==> config.mk <==
export PLATFORM = sky130hd
export DESIGN_NAME = linear_sensor_line_sequencer
export DESIGN_NICKNAME = d
export VERILOG_FILES = /design/src/rtl/linear_sensor_line_sequencer.sv
export SDC_FILE = /design/constraint.sdc
export NUM_CORES = 1
export LEC_CHECK = 0
export ABC_AREA = 1
export CAP_MARGIN = 20
export CORE_MARGIN = 8
export CORE_UTILIZATION = 61
export CTS_CLUSTER_SIZE = 14
export DETAILED_ROUTE_END_ITERATION = 16
export PLACE_DENSITY = 0.91
export SLEW_MARGIN = 20
export SYNTH_ARGS = -nofsm -noshare
export SYNTH_HDL_FRONTEND = slang
export SYNTH_SLANG_ARGS = --single-unit
==> constraint.sdc <==
create_clock -name aclk -period 5.4 [get_ports aclk]
set_clock_uncertainty 0.2 [all_clocks]
set_input_delay 1.35 -clock aclk [delete_from_list [all_inputs] [get_ports aclk]]
set_output_delay 1.35 -clock aclk [all_outputs]
set_load 0.01 [all_outputs]
==> src/rtl/linear_sensor_line_sequencer.sv <==
// Linear CCD line sequencer: drives the shift gate and phase clock, strobes the
// ADC, and replays each line of samples as a framed pixel stream.
module linear_sensor_line_sequencer #(
  parameter int PIXEL_CLOCK_DIVIDER = 50,
  parameter int PIXELS_PER_LINE     = 1024,
  parameter int DUMMY_PIXELS        = 32,
  parameter int SH_PULSE_WIDTH      = 100,
  parameter int LINE_GAP_PIXELS     = 16,
  parameter int LINE_COUNT_WIDTH    = 16
) (
  input  logic                        aclk,
  input  logic                        aresetn,
  input  logic                        enable,
  input  logic [7:0]                  adc_data,
  output logic                        sh,
  output logic                        phi,
  output logic                        adc_convert,
  output logic [7:0]                  data,
  output logic                        pixel_clock,
  output logic                        start,
  output logic                        stop,
  output logic                        clear,
  output logic [LINE_COUNT_WIDTH-1:0] line_count
);

  localparam int DIV_W = $clog2(PIXEL_CLOCK_DIVIDER);
  localparam int PER_W = $clog2(PIXELS_PER_LINE + DUMMY_PIXELS + LINE_GAP_PIXELS + 2);
  localparam int SH_W  = $clog2(SH_PULSE_WIDTH + 1);

  localparam logic [DIV_W-1:0] DIV_LAST        = DIV_W'(PIXEL_CLOCK_DIVIDER - 1);
  localparam logic [DIV_W-1:0] DIV_HALF        = DIV_W'(PIXEL_CLOCK_DIVIDER / 2);
  localparam logic [PER_W-1:0] PER_DUMMY_LAST  = PER_W'(DUMMY_PIXELS - 1);
  localparam logic [PER_W-1:0] PER_ACTIVE_LAST = PER_W'(PIXELS_PER_LINE);
  localparam logic [PER_W-1:0] PER_GAP_LAST    = PER_W'(LINE_GAP_PIXELS - 1);
  localparam logic [SH_W-1:0]  SH_LAST         = SH_W'(SH_PULSE_WIDTH - 1);

  typedef enum logic [2:0] {IDLE, SHIFT, DUMMY, ACTIVE, GAP} state_t;

  state_t           state, state_nxt;
  logic [DIV_W-1:0] div_cnt, div_nxt;
  logic [PER_W-1:0] per_cnt, per_nxt;
  logic [SH_W-1:0]  sh_cnt, sh_nxt;
  logic [7:0]       sample;
  logic             period_end;
  logic             sh_d, phi_d, adc_d, pix_d, clear_d, start_d, stop_d;

  always_ff @(posedge aclk or negedge aresetn) begin
    if (!aresetn) begin
      state   <= IDLE;
      div_cnt <= '0;
      per_cnt <= '0;
      sh_cnt  <= '0;
    end else begin
      state   <= state_nxt;
      div_cnt <= div_nxt;
      per_cnt <= per_nxt;
      sh_cnt  <= sh_nxt;
    end
  end

  // Outputs are decoded from the next state so the registered copies line up
  // exactly with the state they describe.
  always_comb begin
    state_nxt  = state;
    div_nxt    = div_cnt;
    per_nxt    = per_cnt;
    sh_nxt     = sh_cnt;
    period_end = (div_cnt == DIV_LAST);
    case (state)
      IDLE: begin
        if (enable) begin
          state_nxt = SHIFT;
          sh_nxt    = '0;
        end
      end
      SHIFT: begin
        if (sh_cnt == SH_LAST) begin
          state_nxt = DUMMY;
          per_nxt   = '0;
        end else begin
          sh_nxt = sh_cnt + SH_W'(1);
        end
      end
      default: begin
        div_nxt = period_end ? '0 : div_cnt + DIV_W'(1);
        if (period_end) begin
          per_nxt = per_cnt + PER_W'(1);
          case (state)
            DUMMY: if (per_cnt == PER_DUMMY_LAST) begin
              state_nxt = ACTIVE;
              per_nxt   = '0;
            end
            ACTIVE: if (per_cnt == PER_ACTIVE_LAST) begin
              state_nxt = GAP;
              per_nxt   = '0;
            end
            GAP: if (per_cnt == PER_GAP_LAST) begin
              state_nxt = enable ? SHIFT : IDLE;
              per_nxt   = '0;
              sh_nxt    = '0;
            end
            default: ;
          endcase
        end
      end
    endcase

    sh_d    = (state_nxt == SHIFT);
    clear_d = (state_nxt == IDLE);
    phi_d   = (state_nxt == DUMMY || state_nxt == ACTIVE || state_nxt == GAP) && (div_nxt < DIV_HALF);
    adc_d   = (state_nxt == DUMMY || state_nxt == ACTIVE) && (div_nxt == DIV_HALF);
    pix_d   = (state_nxt == ACTIVE) && (per_nxt != '0) && (div_nxt >= DIV_HALF);
    start_d = (state == DUMMY) && (state_nxt == ACTIVE);
    stop_d  = (state == ACTIVE) && (state_nxt == GAP);
  end

  // Period N only flushes the previous sample; nothing is latched in it.
  always_ff @(posedge aclk or negedge aresetn) begin
    if (!aresetn) begin
      sample      <= '0;
      data        <= '0;
      sh          <= 1'b0;
      phi         <= 1'b0;
      adc_convert <= 1'b0;
      pixel_clock <= 1'b0;
      start       <= 1'b0;
      stop        <= 1'b0;
      clear       <= 1'b1;
      line_count  <= '0;
    end else begin
      if (state == ACTIVE && period_end && per_cnt != PER_ACTIVE_LAST)
        sample <= adc_data;
      if (state == ACTIVE && div_cnt == '0 && per_cnt != '0)
        data <= sample;
      sh          <= sh_d;
      phi         <= phi_d;
      adc_convert <= adc_d;
      pixel_clock <= pix_d;
      start       <= start_d;
      stop        <= stop_d;
      clear       <= clear_d;
      if (stop_d)
        line_count <= line_count + LINE_COUNT_WIDTH'(1);
    end
  end

endmodule

==> impl_metrics.csv <==
group,metric,value,unit
detailed_routing,wl_per_cell,15.5,um
worst_setup_path,arrival,3.07,ns
synth,syn-cell-area,3750,sq um
floorplan,dieArea,8910,sq um
detailed_routing,wirelength,9.54,mm
cells_and_area,drive_above_1_share,0.0648,
synth,yosys-top-cells-area,"dfrtp_1 43%, nand2_1 13%, inv_1 6.4%",
sta,report.final.setup_viol,0,
sta,fin_hold_ws,0.291,ns
cells_and_area,finish.instance_area,4420,sq um
worst_setup_path,crit-reg2reg-launch,"state[2]$_DFF_PN0_",
power_and_ir_drop,ir_drop,248,uV
cells_and_area,final_util,0.747,
synth,synth_top_area_frac,0.434,
synth,synth_flop_cell,"dfrtp_1",
global_routing,grt-ovfl-total,0,
cts,root_buffer,"clkbuf_8",
cts,cts_resized,0,
worst_setup_path,startpoint,"state[2]$_DFF_PN0_",
status,status,"complete, no violations",
placement,gp_congestion,0.912,
cts,cts_tree,"yes",
worst_setup_path,critPathCaptureType,"flop",
cells_and_area,final_cell_count_no_fill,615,
synth,synthCells,491,
cts,htreeDepth,3,
floorplan,start_util,0.633,
placement,place_ws,2.13,ns
synth,synth_edf_count,0,
sta,totalNegativeSetupSlack,0,ns
sta,finalCriticalPeriod,3.04,ns
cells_and_area,layout.nets,553,
floorplan,die_y,94.4,um
synth,async_reset_ff_frac,1.00,
placement,placed_area,4210,sq um
detailed_routing,drc,0,
floorplan,rows,28,
sta,period_share,0.563,
synth,seq_area_frac_synth,0.441,
sta,hold_violations,0,
power_and_ir_drop,power,1.44,mW
power_and_ir_drop,power.leakage,2.15,nW
global_routing,grt_pass1_vias,3564,
worst_setup_path,r2r_cells,7,
worst_setup_path,reg2reg_to,"line_count[9]$_DFFE_PN0P_",
worst_setup_path,r2r_slack,2.36,ns
power_and_ir_drop,power_density,325,nW/um^2
sta,fin_ws,2.36,ns
worst_setup_path,cp-start-kind,"flop",
sta,final_max_slew_viol_count,0,
cells_and_area,area.growth.synth_to_final,18.0,%
worst_setup_path,endpoint,"line_count[9]$_DFFE_PN0P_",
cts,cts_hold_buffers,0,
cts,cts.sinks,66,
hold_path,min_path_type,"flop to flop",
sta,fmax,329,MHz
cts,clk_pin_slew,0.07,ns
placement,placedCellCount,599,
worst_setup_path,criticalPathCategory,"flop to flop",
cts,cts_buffers,9,
floorplan,core_area,5920,sq um
synth,synthDistinctLibCells,37,
synth,synth_top_cell_by_area,"dfrtp_1",
floorplan,die_w,94.4,um
worst_setup_path,cp.required,5.43,ns
sta,worstMarginPinSlew,0.911,ns
sta,rsz0062_at_grt,"no",
global_routing,antenna_found_initial,0,
worst_setup_path,path_max_fanout,22,
detailed_routing,num_vias,3524,
synth,ys_seq_elements,66,
sta,relSlewSlack,0.390,
cts,clockBufferDepth,2,
detailed_routing,post_drt_via_cell_ratio,5.73,
synth,yosysWarnings,0,
global_routing,grt_pass1_wl,16.2,mm
detailed_routing,drt_pass1_iterations,7,
placement,dp_hpwl,6.51,mm
cts,postCtsSetupRepairBufs,0,
detailed_routing,ant_nets,0,
flow_run,maxCapViolations,0,
floorplan,io_pins,42,
cts,clock_latency,0.34,ns
detailed_routing,drt_iter0_drc,260,
placement,portBuffers,41,
global_routing,grt_use_total,0.227,
synth,synth_nets,509,
synth,syn_avg_cell_area,7.64,sq um
cells_and_area,n_antenna_cell,0,
global_routing,grt_max_degree,36,
-- worst min-delay path by stage --
| stage | endpoint | depth (start not counted) | slack, ns | from |
|---|---|---|---|---|
| CTS | data[3]$_DFFE_PN0P_ | 2 | 0.29 | data[3]$_DFFE_PN0P_ |
| global route | data[6]$_DFFE_PN0P_ | 2 | 0.33 | data[6]$_DFFE_PN0P_ |
| global placement | data[2]$_DFFE_PN0P_ | 2 | 0.27 | data[2]$_DFFE_PN0P_ |
| detailed placement | data[3]$_DFFE_PN0P_ | 2 | 0.28 | data[3]$_DFFE_PN0P_ |
| floorplan | sh_cnt[1]$_DFFE_PN0P_ | 2 | 0.27 | sh_cnt[1]$_DFFE_PN0P_ |
| finish | data[0]$_DFFE_PN0P_ | 2 | 0.29 | data[0]$_DFFE_PN0P_ |
-- registers in the layout, summed over array words and instances, names as in the netlist, 3 cells and up --
name / count
sh_cnt: 7
per_cnt: 11
div_cnt: 6
line_count: 16
sample: 8
state: 3
data: 8
-- cell usage after synthesis (2+ instances only) --
library cell and n:
nand4_1 28, o21ai_0 24, nor3_1 20, o21ai_2 2, nand3_1 26, nor2_1 50, nand2_1 130, nor4_1 2
clkbuf_1 3, a21oi_1 16, ha_1 7, xnor2_1 4, nor2_8 2, inv_1 64, nand2_2 2, xor2_1 18
o21ai_1 4, buf_4 2, buf_2 5, dfrtp_1 65
-- layout make-up --
type | count | area (sq um)
clock buffer | 12 | 165
tap | 75 | 93.8
timing repair buffer | 44 | 428
multi-input combinational | 349 | 1790
inverter | 65 | 244
clock inverter | 4 | 48.8
fill | 403 | 1500
sequential | 66 | 1650
-- critical path, stage by stage, from the launching register on --
cell and delay [ns]:
dfrtp_1 0.45, nor2_1 0.73, nand3_1 0.42, o31a_1 0.24, nand2_2 0.35, nand3_4 0.29
nand2_1 0.16, nand2_1 0.08
-- per-layer routing --
| metal | track usage | vias to the layer above | wire length [um] |
|---|---|---|---|
| met3 | 0.0587 | 17 | 768 |
| li1 | - | 1676 | - |
| met5 | 0 | - | 0 |
| met2 | 0.375 | 177 | 4680 |
| met1 | 0.277 | 1654 | 3920 |
| met4 | 0.0898 | 0 | 161 |
-- where the power goes --
part	internal (mW)	total, mW	switching (mW)	leakage [nW]
combinational	0.152	0.373	0.221	1.19
sequential	0.563	0.623	0.0605	0.850
clock	0.250	0.442	0.192	0.112
total	0.965	1.44	0.473	2.15
-- cell families after synthesis --
kind of cell	synth area share
adder cells (fa/ha/maj)	0.0234
AO/OA/AOI/OAI	0.0804
XOR/XNOR	0.0514
AND/OR/NAND/NOR	0.322
flip-flops	0.441
buffers and inverters	0.0817
-- cells in the final DEF, fill, tap and decap left out, types with 2 or more instances in the layout --
cell type        instances
nor2_8                   2
clkbuf_8                12
buf_4                    3
nor3_1                  20
inv_1                   64
nand3_1                 26
xor2_1                  18
clkdlybuf4s50_1         40
o21ai_0                 24
a21oi_1                 16
xnor2_1                  4
nor4_1                   2
dfrtp_1                 65
o21ai_1                  4
nand2_1                130
nor2_1                  50
nand4_1                 28
nand2_2                  2
ha_1                     7
o21ai_2                  2
clkinv_2                 2
No activity file was read; power rests on OpenSTA's default activity.
